==> src/rtl/serial_subtractor7bit.sv <==
// rtl/serial_subtractor7bit.sv - bit-serial 7-bit unsigned subtractor, LSB first
// One difference bit per clock; start/busy/done handshake around an IDLE/RUN/DONE FSM.
module serial_subtractor7bit (
  input  logic       clk,
  input  logic       rst,
  input  logic       start,
  input  logic [6:0] in1,
  input  logic [6:0] in2,
  output logic       busy,
  output logic       done,
  output logic [6:0] diff,
  output logic       bout
);

  typedef enum logic [1:0] {
    IDLE,
    RUN,
    DONE_S
  } state_t;

  state_t     state;
  logic [6:0] a;
  logic [6:0] b;
  logic       br;
  logic [2:0] cnt;
  logic       d;
  logic       br_next;

  // Full-subtractor cell on the current LSBs and the rippled borrow
  always_comb begin
    d       = a[0] ^ b[0] ^ br;
    br_next = (~a[0] & b[0]) | (~(a[0] ^ b[0]) & br);
  end

  always_ff @(posedge clk) begin
    if (rst) begin
      state <= IDLE;
      a     <= 7'd0;
      b     <= 7'd0;
      br    <= 1'b0;
      cnt   <= 3'd0;
      diff  <= 7'd0;
      bout  <= 1'b0;
      busy  <= 1'b0;
      done  <= 1'b0;
    end else begin
      case (state)
        IDLE: begin
          done <= 1'b0;
          if (start) begin
            a     <= in1;
            b     <= in2;
            br    <= 1'b0;
            cnt   <= 3'd0;
            diff  <= 7'd0;
            busy  <= 1'b1;
            state <= RUN;
          end
        end
        RUN: begin
          a    <= {1'b0, a[6:1]};
          b    <= {1'b0, b[6:1]};
          br   <= br_next;
          diff <= {d, diff[6:1]};
          cnt  <= cnt + 3'd1;
          if (cnt == 3'd6) begin
            bout  <= br_next;
            busy  <= 1'b0;
            done  <= 1'b1;
            state <= DONE_S;
          end
        end
        DONE_S: begin
          done <= 1'b0;
          // diff/bout stay intact on a back-to-back accept until RUN shifts overwrite them
          if (start) begin
            a     <= in1;
            b     <= in2;
            br    <= 1'b0;
            cnt   <= 3'd0;
            busy  <= 1'b1;
            state <= RUN;
          end else begin
            state <= IDLE;
          end
        end
        default: begin
          state <= IDLE;
          busy  <= 1'b0;
          done  <= 1'b0;
        end
      endcase
    end
  end

endmodule

==> config.mk <==
export PLATFORM = sky130hd
export DESIGN_NAME = serial_subtractor7bit
export DESIGN_NICKNAME = d
export VERILOG_FILES = /design/src/rtl/serial_subtractor7bit.sv
export SDC_FILE = /design/constraint.sdc
export NUM_CORES = 1
export LEC_CHECK = 0
export BUFFER_PORTS_ARGS = -buffer_cell sky130_fd_sc_hd__buf_4
export CAP_MARGIN = 20
export CORE_UTILIZATION = 35
export DETAILED_ROUTE_END_ITERATION = 8
export SYNTH_ARGS = -nofsm -noshare
export SYNTH_HDL_FRONTEND = slang
export SYNTH_SLANG_ARGS = --single-unit
export TNS_END_PERCENT = 100
==> constraint.sdc <==
create_clock -name clk -period 1.8 [get_ports clk]
set_input_delay 0.27 -clock clk [delete_from_list [all_inputs] [get_ports clk]]
set_output_delay 0.27 -clock clk [all_outputs]
set_load 0.05 [all_outputs]
# After elaboration in Yosys (flattened, before gate mapping)
# Index checks and enable logic that the tools add are counted.
[op_classes]
addsub = 1
n_mul = 0
n_div = 0
order_cmp = 0
eq_ne = 6
shift = 0
muxes = 17
bitwise_logic = 8
reduce_logical = 10
[op_table]
columns = ["operator", "n"]
rows = [
  ["$pmux 7 s2", 3],
  ["$mux 7", 3],
  ["$reduce_and 2->1", 5],
  ["$pmux 2 s3", 1],
  ["$pmux 3 s2", 1],
  ["$mux 1", 4],
  ["$mux 2", 2],
  ["$ne 2x2->1 const B", 2],
  ["$pmux 1 s2", 2],
  ["$reduce_bool 2->1", 2],
  ["$reduce_or 2->1", 2],
  ["$add 3x1->3 const B", 1],
  ["$eq 3x3->1 const B", 1],
  ["$mux 3", 1],
  ["$not 1->1", 3],
  ["$and 1x1->1", 2],
  ["$eq 2x1->1 const B", 1],
  ["$eq 2x2->1 const B", 1],
  ["$logic_not 2->1", 1],
  ["$ne 2x1->1 const B", 1],
  ["$xor 1x1->1", 2],
  ["$or 1x1->1", 1],
]
[totals]
regBits = 30
latch_bits = 0
ram_bits = 0
rom_bits = 0
input_bits = 17
n_memories = 0

# Longest topological paths before layout
# Gate-level depths: netlist of run 1.
[logic_depth]
word_depth = 5
ltp_mapped = 5

# Least setup slack after synthesis of run 1
# No wires, ideal clock.
[synth_timing]
path_type = "register to register"
from = "register b[0]"
to = "register bout"
setup_time_ps = 73
t_arrival_ps = 1197
required_time_ps = 1727
slack_ps = 530
stages_incl_launch_ff = 5
cell_sequence = "dfxtp_1 inv_1 fa_1 or3_1 a21oi_1"
[synth_via]
elab_chain_len = 4
elab_cells_between_ends = 5
cone_classes = "5 x bitwise"
[synth_rtl]
columns = ["element", "line_no", "rtl"]
rows = [
  ["start: declaration", "23", "logic [6:0] b;"],
  ["start signal: assignment", "52", "b <= in2;"],
  ["start signal: assignment", "62", "b <= {1'b0, b[6:1]};"],
  ["start signal: assignment", "78", "b <= in2;"],
  ["$xor 1x1->1", "32", "br_next = (~a[0] & b[0]) | (~(a[0] ^ b[0]) & br);"],
  ["$not 1->1", "32", ""],
  ["$and 1x1->1", "32", ""],
  ["$or 1x1->1 (*)", "32", ""],
  ["end signal: assignment", "67", "bout <= br_next;"],
  ["end: declaration", "12", "output logic bout"],
]
# Mark *: on every way between the ends. The rest lies on a longest branch, timed or not.
# A chain may end at the register's enable or synchronous reset.

# Worst setup path after layout of run 1
[layout_timing]
from = "register state[1]"
to = "register a[4]"
[layout_via]
elab_chain_len = 4
elab_cells_between_ends = 8
cone_classes = "3 x eq/ne; 1 x mux; 4 x reduce/logical"
[layout_rtl]
columns = ["element", "line_no", "rtl"]
rows = [
  ["start: declaration", "21", "state_t state;"],
  ["start signal: assignment", "37", "state <= IDLE;"],
  ["start signal: assignment", "57", "state <= RUN;"],
  ["start signal: assignment", "70", "state <= DONE_S;"],
  ["$eq 2x2->1 or $logic_not 2->1 (tied branches)", "47", "case (state)"],
  ["$reduce_or 2->1 (no source line)", "--", ""],
  ["$ne 2x1->1 (no source line) or $reduce_bool 2->1 (tied branches)", "--", ""],
  ["$reduce_and 2->1 (no source line)", "--", ""],
  ["end signal: assignment", "51", "a <= in1;"],
  ["end signal: assignment", "61", "a <= {1'b0, a[6:1]};"],
  ["end signal: assignment", "77", "a <= in1;"],
  ["end: declaration", "22", "logic [6:0] a;"],
]
# Several ways; a longest one is shown, not always the timed one.

==> results.md, run 1 <==
• **run status** finished clean
• **r2r setup slk** 420 ps
• **Final HPWL DP** 1920 um
• **reg2reg path depth** 3
• **Post-Route Utilization** 0.4406
• **overall die width** 64.08 um
• **CP Max Fanout** 12
• **CTS hold repair buffers** 0
• **Total Power Consumption** 1.486 mW
• **number of remaining DRC errors** 0
• **NumNets Final** 179
• **max_cap viols** 0
• **IO Pins** 27
• **signal arrival time at the worst endpoint** 1580 ps
• **count of standard-cell rows** 22
• **proportion of layout cells with a drive suffix above 1** 0.3082
• **register bit total from synthesis** 30
• **number of buffers inserted by port buffering** 26
• **vertical extent of the die** 64.08 um
• **largest net degree at the start of global routing** 31
• **Avg Synthesized Cell Area** 10.07 um^2
• **clock-pin transition on the worst setup and hold timing paths** 60 ps
• **number of buffers inserted during clock tree synthesis** 5
• **share of the yosys chip area belonging to registers** 0.4453
• **total of warnings raised by yosys** 0
• **maximum clock insertion buffer count** 2
• **clock sinks** 30
• **initial antenna violation count** 0
• **core area** 0.003689 mm^2
• **effective utilization at floorplan** 0.3657
• **total detailed-routing wirelength** 2875 um
• **cells after synthesis** 134
• **Crit-path slowest cell** sky130_fd_sc_hd__dfxtp_1
• **layout overhead on the synthesized area** 20.50%
• **Critical path origin** state[1]$_SDFFE_PP0P_
• **crit path to** a[4]$_SDFFE_PP0P_
• **instance count after placement with tap cells included** 200
• **Resized Gates After CTS** 0
• **final hold violation count** 0
• **FF-to-FF End** a[4]$_SDFFE_PP0P_
• **ratio of routed vias to standard cells** 5.087
• **final estimated routing congestion in global placement** 0.7702
• **CP Capture Type** flop
• **clock tree from TritonCTS** built
• **Setup-failing EPs final** 0
• **post-synthesis net count** 154
• **global-route wire length before repair** 4747 um
• **via count of the first global-routing pass** 997
• **post-route setup TNS** 0 ps
• **CTS Root Buffer Type** sky130_fd_sc_hd__clkbuf_8
• **data required time at the worst endpoint** 2000 ps
• **period utilisation layout** 0.7664
• **Final Max Tran Viols** 0
• **RSZ-0062 raised after global routing** false
• **number of unique standard cell types used by synthesis** 26
• **H-tree depth reported by CTS** 2
• **Die Outline Area** 0.004106 mm^2
• **number of antenna cells inserted** 0
• **sequence of cells on the critical path** nand2b_1, nand2_2, a211oi_1
• **number of optimization iterations in the first detailed-route pass** 4
• **peak supply drop** 0.4534 mV
• **DR vias** 1053
• **sum of overflow across all layers after global routing** 0
• **post-synthesis instance area** 0.001349 mm^2
• **all-layer global routing usage** 0.1539
• **class of the most critical setup path** flop to flop
• **launching point of the worst reg2reg path** state[1]$_SDFFE_PP0P_
• **family with the most delay on the worst path** simple AND/OR/NAND/NOR gates
• **top library cells by usage in the layout, fill and taps aside** 30 x sky130_fd_sc_hd__dfxtp_1, 28 x sky130_fd_sc_hd__buf_4, 15 x sky130_fd_sc_hd__nor3_1, 12 x sky130_fd_sc_hd__mux2i_1, 12 x sky130_fd_sc_hd__a211oi_2
• **final clock skew** 4.004 ps
• **combined buffer and inverter count along the critical path** 0
• **stages on the worst setup path** 3
• **final routed wire length divided by cell count** 13.89 um
• **Highest Clock Rate** 724.9 MHz
• **startpoint types** flop
• **post-layout minimum cycle time** 1380 ps
• **P_leak** 0.6148 nW
• **clock latency at the later pin of the worst-skew pair** 280 ps
• **leading cell type in the layout, fill and taps excluded** sky130_fd_sc_hd__dfxtp_1
• **power per cell area** 914.3 mW/mm^2
• **worst-case headroom to the max-slew limit** 0.6154
• **filler-free cell count of the finished design** 207
• **number of nets with antenna violations after routing** 0
• **Iteration-0 DRC Markers** 23
• **slew of the pin with the lowest slew margin** 575.7 ps
• **type of the most critical hold path** input pin to flop
• **post-CTS setup buffer count** 0
• **delay of the slowest cell on the worst path** 350 ps
==> layer usage <==
| layer | share of wire | track usage | routed length [um] |
|---|---|---|---|
| met5 | 0 | 0 | 0 |
| met4 | 0.023 | 0.1023 | 67 |
| met3 | 0.031 | 0.02679 | 89 |
| met2 | 0.45 | 0.2247 | 1299 |
| met1 | 0.49 | 0.2057 | 1419 |
==> how the worst min path moves through the flow <==
stage,from,end,cells after the start
3_5_place_dp,br$_SDFFE_PP0P_,br$_SDFFE_PP0P_,2
2_1_floorplan,in1[6],a[6]$_SDFFE_PP0P_,2
5_1_grt,in2[6],b[6]$_SDFFE_PP0P_,3
6_report,in2[6],b[6]$_SDFFE_PP0P_,3
3_3_place_gp,br$_SDFFE_PP0P_,br$_SDFFE_PP0P_,2
4_1_cts,in2[6],b[6]$_SDFFE_PP0P_,3
==> synth_stat cells <==
cell type | count | area [um^2]
sky130_fd_sc_hd__a31oi_1 | 1 | 6.260
sky130_fd_sc_hd__dfxtp_1 | 30 | 600.6
sky130_fd_sc_hd__a22oi_1 | 7 | 52.55
sky130_fd_sc_hd__nor3_1 | 15 | 75.07
sky130_fd_sc_hd__nor2_1 | 8 | 30.03
sky130_fd_sc_hd__o21ai_0 | 1 | 5.000
sky130_fd_sc_hd__o21ai_1 | 1 | 5.000
sky130_fd_sc_hd__o21bai_1 | 1 | 7.510
sky130_fd_sc_hd__buf_6 | 3 | 33.78
sky130_fd_sc_hd__a211oi_2 | 12 | 150.1
sky130_fd_sc_hd__nand3_1 | 5 | 25.02
sky130_fd_sc_hd__inv_1 | 4 | 15.01
sky130_fd_sc_hd__ha_1 | 2 | 25.02
sky130_fd_sc_hd__and2b_4 | 1 | 10.01
sky130_fd_sc_hd__nand2_1 | 4 | 15.01
sky130_fd_sc_hd__a21oi_1 | 9 | 45.04
sky130_fd_sc_hd__buf_2 | 2 | 10.01
sky130_fd_sc_hd__buf_4 | 2 | 15.01
sky130_fd_sc_hd__fa_1 | 1 | 20.02
sky130_fd_sc_hd__mux2i_1 | 12 | 120.1
sky130_fd_sc_hd__a211oi_1 | 1 | 7.510
sky130_fd_sc_hd__nand2b_1 | 5 | 31.28
sky130_fd_sc_hd__or3_1 | 1 | 6.260
sky130_fd_sc_hd__nand2_2 | 2 | 12.51
sky130_fd_sc_hd__nor2b_4 | 1 | 13.76
sky130_fd_sc_hd__clkbuf_1 | 3 | 11.26
==> state kept, by name, summed over array words and instances, names as in the netlist, 2 cells and up <==
register / cells
state: 2
a: 7
b: 7
diff: 7
cnt: 3
==> tightest hold or removal path: cells and delay by family <==
family	cells	cell delay (ps)
buf+inv	1	110
compound gates	1	50
simple gates	1	40
==> report_power, final <==
group | total, mW | switching, mW | internal (mW)
logic | 0.254 | 0.147 | 0.107
registers | 0.731 | 0.0245 | 0.707
clock network | 0.501 | 0.235 | 0.265
total | 1.49 | 0.407 | 1.08
==> cell type report <==
cell class / count / area (um^2)
fill: 380 / 2063
multi-input combinational: 90 / 663.1
sequential: 30 / 600.6
timing repair buffer: 28 / 210.2
clock buffer: 7 / 76.32
tap: 48 / 60.06
inverter: 4 / 15.01
==> through the flow <==
step                instance area (um^2)  setup slack [ps]  hold WS (ps)
CTS                                 1625             409.2         232.3
finish                              1625             420.5         238.5
global placement                    1549             473.8         460.5
global route                        1625             308.4         253.7
detailed placement                  1549             415.7         465.1
floorplan                           1349             530.1         406.0
==> kinds of logic (layout without fill, tap and decap cells) <==
group,after synthesis,count (layout),share of synthesized area
DFF,30,30,0.4453
adders and majority gates,3,3,0.03339
and+or+nand+nor,42,42,0.1623
muxes,12,12,0.08906
AOI/OAI and AO/OA,33,33,0.2069
buffers and inverters,14,39,0.06307
Note: power is estimated with default switching activity, not from simulation.
==> run 2: changes to the inputs <==
==> constraint.sdc (replaced) <==
create_clock -name clk -period 1.4 [get_ports clk]
set_input_delay 0.21 -clock clk [delete_from_list [all_inputs] [get_ports clk]]
set_output_delay 0.21 -clock clk [all_outputs]
set_load 0.05 [all_outputs]
==> results.md, run 2 (synthesis gave the netlist of run 1 again) <==
• **run status** finished clean
• **all-layer global routing usage** 0.1546
• **type of the most critical hold path** input pin to flop
• **post-route setup TNS** 0 ps
• **area taken by multi-input logic gates** 669.4 um^2
• **maximum clock insertion buffer count** 2
• **vertical extent of the die** 64.08 um
• **number of remaining DRC errors** 0
• **period utilisation layout** 0.9172
• **IO Pins** 27
• **Iteration-0 DRC Markers** 45
• **number of buffers inserted by port buffering** 26
• **initial antenna violation count** 0
• **data required time at the worst endpoint** 1550 ps
• **number of antenna cells inserted** 0
• **H-tree depth reported by CTS** 2
• **post-CTS setup buffer count** 0
• **sequence of cells on the critical path** buf_4, mux2i_1, a211oi_2
• **class of the most critical setup path** flop to flop
• **peak supply drop** 0.4909 mV
• **delay of the slowest cell on the worst path** 470 ps
• **power per cell area** 1186 mW/mm^2
• **Final HPWL DP** 1865 um
• **core area** 0.003689 mm^2
• **global-route wire length before repair** 4781 um
• **worst-case headroom to the max-slew limit** 0.6372
• **max_cap viols** 0
• **CTS Root Buffer Type** sky130_fd_sc_hd__clkbuf_8
• **slew of the pin with the lowest slew margin** 543.1 ps
• **Setup-failing EPs final** 0
• **overall die width** 64.08 um
• **CP Capture Type** flop
• **number of optimization iterations in the first detailed-route pass** 4
• **combined buffer and inverter count along the critical path** 1
• **final hold violation count** 0
• **count of filler cells inserted in the layout** 372
• **family with the most delay on the worst path** flip-flops
• **clock tree from TritonCTS** built
• **P_leak** 0.6348 nW
• **DR vias** 1055
• **startpoint types** flop
• **number of nets with antenna violations after routing** 0
• **filler-free cell count of the finished design** 210
• **RSZ-0062 raised after global routing** false
• **Final Max Tran Viols** 0
• **effective utilization at floorplan** 0.3657
• **registers with the most flip-flops** a: 7 flops, b: 7 flops, diff: 7 flops
• **r2r setup slk** 120 ps
• **top library cells by usage in the layout, fill and taps aside** 30 x sky130_fd_sc_hd__dfxtp_1, 30 x sky130_fd_sc_hd__buf_4, 15 x sky130_fd_sc_hd__nor3_1, 12 x sky130_fd_sc_hd__mux2i_1, 12 x sky130_fd_sc_hd__a211oi_2
• **Highest Clock Rate** 778.7 MHz
• **final routed wire length divided by cell count** 13.02 um
• **minimum setup slack after placement** 82.30 ps
• **Die Outline Area** 0.004106 mm^2
• **clock-pin transition on the worst setup and hold timing paths** 60 ps
• **Total Power Consumption** 1.971 mW
• **proportion of layout cells with a drive suffix above 1** 0.3395
• **total detailed-routing wirelength** 2734 um
• **count of standard-cell rows** 22
• **ratio of routed vias to standard cells** 5.024
• **post-layout minimum cycle time** 1284 ps
• **sum of overflow across all layers after global routing** 0
• **layout overhead on the synthesized area** 23.19%
• **signal arrival time at the worst endpoint** 1440 ps
• **instance count after placement with tap cells included** 202
• **final clock skew** 2.948 ps
• **CP Max Fanout** 12
• **via count of the first global-routing pass** 1055
• **clock sinks** 30
• **NumNets Final** 181
• **clock latency at the later pin of the worst-skew pair** 280 ps
• **Crit-path slowest cell** sky130_fd_sc_hd__dfxtp_1
• **largest net degree at the start of global routing** 31
• **number of buffers inserted during clock tree synthesis** 5
• **final estimated routing congestion in global placement** 0.7415
• **PnR worst setup slack** 115.9 ps
• **sequential cell area** 600.6 um^2
run 2: changes by cell type in the layout (fill, tap and decap cells not counted), sizes merged:
cell,delta
clkinv,+1
buf,+2
run 2: power breakdown:
group | switching [mW] | internal [mW]
sequential | 0.0337 | 0.909
combinational | 0.185 | 0.143
clock | 0.306 | 0.395
total | 0.525 | 1.45
run 2: metrics by stage:
| stage | hold slack [ps] | area (um^2) | util |
|---|---|---|---|
| 5_1_grt | 173.1 | 1662 | 0.4505 |
| 3_5_place_dp | 462.8 | 1564 | 0.4240 |
| 4_1_cts | 166.3 | 1655 | 0.4488 |
| 6_report | 178.4 | 1662 | 0.4505 |
| 2_1_floorplan | 346.0 | 1349 | - |
| 3_3_place_gp | 456.6 | 1564 | 0.4240 |
run 2: final timing paths:
kind / start / to / cells past startpoint
worst max register to register: state[0]$_SDFFE_PP0P_ / a[3]$_SDFFE_PP0P_ / 3
worst min-delay path: in2[6] / b[6]$_SDFFE_PP0P_ / 3
worst min register to register: b[6]$_SDFFE_PP0P_ / b[6]$_SDFFE_PP0P_ / 2
worst max-delay path: state[0]$_SDFFE_PP0P_ / a[3]$_SDFFE_PP0P_ / 3
run 2: cell type report:
| cell class | count | share of cell area |
|---|---|---|
| timing repair buffer | 30 | 0.1355 |
| inverter | 4 | 0.009036 |
| sequential | 30 | 0.3614 |
| clock inverter | 1 | 0.003012 |
| multi-input combinational | 90 | 0.4029 |
| clock buffer | 7 | 0.05196 |
| tap | 48 | 0.03614 |
run 2: worst reg2reg max path, delay by kind of cell (launching register included):
kind	cells	cell delay, ps
AO/OA/AOI/OAI	1	100
buffers and inverters	1	300
flip-flops	1	470
multiplexers	1	290
run 2: metal layers:
| metal | wire [um] | track usage |
|---|---|---|
| met1 | 1331 | 0.1827 |
| met2 | 1208 | 0.2487 |
| met3 | 130 | 0.05179 |
| met4 | 63 | 0.07670 |
| met5 | 0 | 0 |
run 2: repair_timing:
action                                  CTS  global route
endpoints found under the setup margin    0             1
hold buffers                              0             0
endpoints found under the hold margin     0             0
gates resized for setup                   0             2
==> run 3: changes to the inputs <==
--- a/config.mk
+++ b/config.mk
@@ -5,6 +5,7 @@
 export SDC_FILE = /design/constraint.sdc
 export NUM_CORES = 1
 export LEC_CHECK = 0
+export ABC_AREA = 1
 export BUFFER_PORTS_ARGS = -buffer_cell sky130_fd_sc_hd__buf_4
 export CAP_MARGIN = 20
 export CORE_UTILIZATION = 35
==> results.md, run 3 <==
• **slew of the pin with the lowest slew margin** 451.4 ps
• **worst-case headroom to the max-slew limit** 0.6970
• **Resized Gates After CTS** 0
• **launching point of the worst reg2reg path** state[1]$_SDFFE_PP0P_
• **count of filler cells inserted in the layout** 372
• **Final HPWL DP** 1964 um
• **number of antenna cells inserted** 0
• **final routed wire length divided by cell count** 10.54 um
• **final estimated routing congestion in global placement** 0.7825
• **RSZ-0062 raised after global routing** false
• **proportion of layout cells with a drive suffix above 1** 0.2133
• **Die Outline Area** 0.003907 mm^2
• **largest family of logic cells by synthesized area** simple AND/OR/NAND/NOR gates
• **Comb pwr share** 0.160
• **top library cells by usage in the layout, fill and taps aside** 55 x sky130_fd_sc_hd__nand2_1, 31 x sky130_fd_sc_hd__nor2_1, 31 x sky130_fd_sc_hd__buf_4, 30 x sky130_fd_sc_hd__dfxtp_1, 12 x sky130_fd_sc_hd__nand3_1
• **all-layer global routing usage** 0.1601
• **DR vias** 1191
• **biggest area contributors in the synthesized netlist** sky130_fd_sc_hd__dfxtp_1 47%, sky130_fd_sc_hd__nand2_1 16%, sky130_fd_sc_hd__nor2_1 9.1%, sky130_fd_sc_hd__nand3_1 4.7%, sky130_fd_sc_hd__o21ai_1 3.9%
• **via count of the first global-routing pass** 1170
• **cell taking the most area after synthesis** sky130_fd_sc_hd__dfxtp_1
• **power per cell area** 1114 mW/mm^2
• **FF-to-FF End** br$_SDFFE_PP0P_
• **multiplexer share of the synthesized area** 0
• **data required time at the worst endpoint** 1670 ps
• **type of the most critical hold path** input pin to flop
• **effective utilization at floorplan** 0.3751
• **initial antenna violation count** 0
• **register bit total from synthesis** 30
• **prevailing post-synth register cell** sky130_fd_sc_hd__dfxtp_1
• **final clock skew** 4.064 ps
• **Crit-path slowest cell** sky130_fd_sc_hd__dfxtp_1
• **number of remaining DRC errors** 0
• **post-layout minimum cycle time** 1250 ps
• **IO Pins** 27
• **total detailed-routing wirelength** 2710 um
• **r2r setup slk** 150 ps
• **clock-pin transition on the worst setup and hold timing paths** 100 ps
• **number of unique standard cell types used by synthesis** 21
• **Avg Synthesized Cell Area** 7.158 um^2
• **P_leak** 0.7738 nW
• **largest net degree at the start of global routing** 15
• **number of nets with antenna violations after routing** 0
• **post-route setup TNS** 0 ps
• **family with the most delay on the worst path** simple AND/OR/NAND/NOR gates
• **CTS Root Buffer Type** sky130_fd_sc_hd__clkbuf_4
• **share of the yosys chip area belonging to registers** 0.4688
• **ratio of routed vias to standard cells** 4.634
• **count of standard-cell rows** 21
• **number of buffers inserted by port buffering** 26
• **registers with the most flip-flops** a: 7 flops, b: 7 flops, diff: 7 flops
• **post-synthesis instance area** 0.001281 mm^2
• **clock share of power** 0.310
• **Net Sw Frac** 0.2868
• **Synth async-reset ratio** 0
• **sequential share of power** 0.530
• **number of enable flip-flop cells after synthesis** 0
• **global-route wire length before repair** 4919 um
• **complex-gate fraction of the synthesized area** 0.09375
• **Hold WS** 111.7 ps
• **hold wc startpoint** rst
• **maximum clock insertion buffer count** 2
• **overall die width** 62.51 um
• **clock sinks** 30
• **final hold violation count** 0
• **total of warnings raised by yosys** 0
• **CTS hold repair buffers** 0
• **class of the most critical setup path** flop to flop
• **period utilisation layout** 0.8929
• **core area** 0.003416 mm^2
• **area fraction in and, or, nand and nor cells after synthesis** 0.3408
• **Highest Clock Rate** 800.0 MHz
• **startpoint types** flop
• **sum of overflow across all layers after global routing** 0
• **leading cell type in the layout, fill and taps excluded** sky130_fd_sc_hd__nand2_1
• **H-tree depth reported by CTS** 2
• **top cells by instance count after synthesis** 55 x sky130_fd_sc_hd__nand2_1, 31 x sky130_fd_sc_hd__nor2_1, 30 x sky130_fd_sc_hd__dfxtp_1
• **clock latency at the later pin of the worst-skew pair** 330 ps
• **reg2reg path depth** 6
• **Internal Dissipation** 1.263 mW
• **Iteration-0 DRC Markers** 57
• **CP Capture Type** flop
• **number of optimization iterations in the first detailed-route pass** 5
• **run status** finished clean
• **delay of the slowest cell on the worst path** 340 ps
• **Final Max Tran Viols** 0
• **max_cap viols** 0
• **cells after synthesis** 179
• **post-synthesis net count** 199
• **capture endpoint of the worst hold path** state[0]$_SDFFE_PP0P_
• **layout overhead on the synthesized area** 24.12%
• **CP Max Fanout** 13
• **parity-gate share of the synthesized area counting xor and xnor cells** 0
• **clock tree from TritonCTS** built
• **net switching power** 508.0 uW
• **most frequent cell on the critical path** sky130_fd_sc_hd__nand2_2
• **number of buffers inserted during clock tree synthesis** 5
• **library cell with the highest instance count after synthesis** sky130_fd_sc_hd__nand2_1
• **Setup-failing EPs final** 0
• **peak supply drop** 0.4514 mV
• **adder-cell share of the synthesized area** 0.03516
• **signal arrival time at the worst endpoint** 1520 ps
• **NumNets Final** 230
• **post-CTS setup buffer count** 0
• **sequence of cells on the critical path** inv_1, nand2_2, nand2_2, inv_2, nand3_1, o21ai_1
• **share of Yosys cell area claimed by the top area cell type** 0.4688
• **combined buffer and inverter count along the critical path** 2
• **vertical extent of the die** 62.51 um
• **cell depth of the worst hold path** 2
[run 3: worst max path at each step]
| stage | start | endpoint | slack, ps | cells after the start |
|---|---|---|---|---|
| finish | state[1]$_SDFFE_PP0P_ | br$_SDFFE_PP0P_ | 150 | 6 |
| global route | state[1]$_SDFFE_PP0P_ | a[0]$_SDFFE_PP0P_ | 4 | 6 |
| CTS | state[1]$_SDFFE_PP0P_ | br$_SDFFE_PP0P_ | 140 | 6 |
| detailed placement | state[1]$_SDFFE_PP0P_ | br$_SDFFE_PP0P_ | 160 | 6 |
| global placement | state[0]$_SDFFE_PP0P_ | a[5]$_SDFFE_PP0P_ | 230 | 5 |
| floorplan | cnt[0]$_SDFFE_PP0P_ | cnt[1]$_SDFFE_PP0P_ | 300 | 4 |
[run 3: worst reg2reg max path, delay by kind of cell (launching register included)]
kind                   cells  cell delay, ps
AO/OA/AOI/OAI              1              90
buffers and inverters      2             310
flip-flops                 1             340
AND/OR/NAND/NOR            3             440
[run 3: per-layer routing]
metal,share of wire,global-route usage
met4,0.016,0.09012
met1,0.47,0.1840
met3,0.061,0.05109
met5,0,0
met2,0.45,0.2609
[run 3: cell type report]
cell class,instances,area [um^2],share of cell area
clock buffer,7,55.05,0.03462
clock inverter,1,5.005,0.003147
inverter,10,37.54,0.02360
multi-input combinational,132,601.8,0.3784
sequential,30,600.6,0.3777
tap,46,57.56,0.03619
timing repair buffer,31,232.7,0.1463
[run 3: cells by family (layout without fill, tap and decap cells)]
group | Yosys count | count (layout)
buf+inv | 17 | 49
simple gates | 105 | 105
fa+ha+maj | 3 | 3
compound gates | 24 | 24
flops | 30 | 30
[run 3: metrics by stage]
step / total power, mW / setup WS (ps) / util / area, um^2 / instances
6_report: 1.771 / 149.9 / 0.4656 / 1590 / 257
5_1_grt: 1.883 / 3.998 / 0.4656 / 1590 / 257
4_1_cts: 1.790 / 140.5 / 0.4656 / 1590 / 257
3_5_place_dp: 1.243 / 162.7 / 0.4480 / 1530 / 249
3_3_place_gp: 1.237 / 228.0 / 0.4480 / 1530 / 249
2_1_floorplan: 1.152 / 298.3 / - / 1281 / 179
[run 3: power groups by stage]
stage / registers [mW] / clock network, mW / logic (mW)
6_report: 0.939 / 0.550 / 0.283
5_1_grt: 0.946 / 0.611 / 0.326
4_1_cts: 0.939 / 0.566 / 0.286
3_5_place_dp: 0.958 / 0 / 0.285
3_3_place_gp: 0.957 / 0 / 0.280
2_1_floorplan: 0.969 / 0 / 0.183
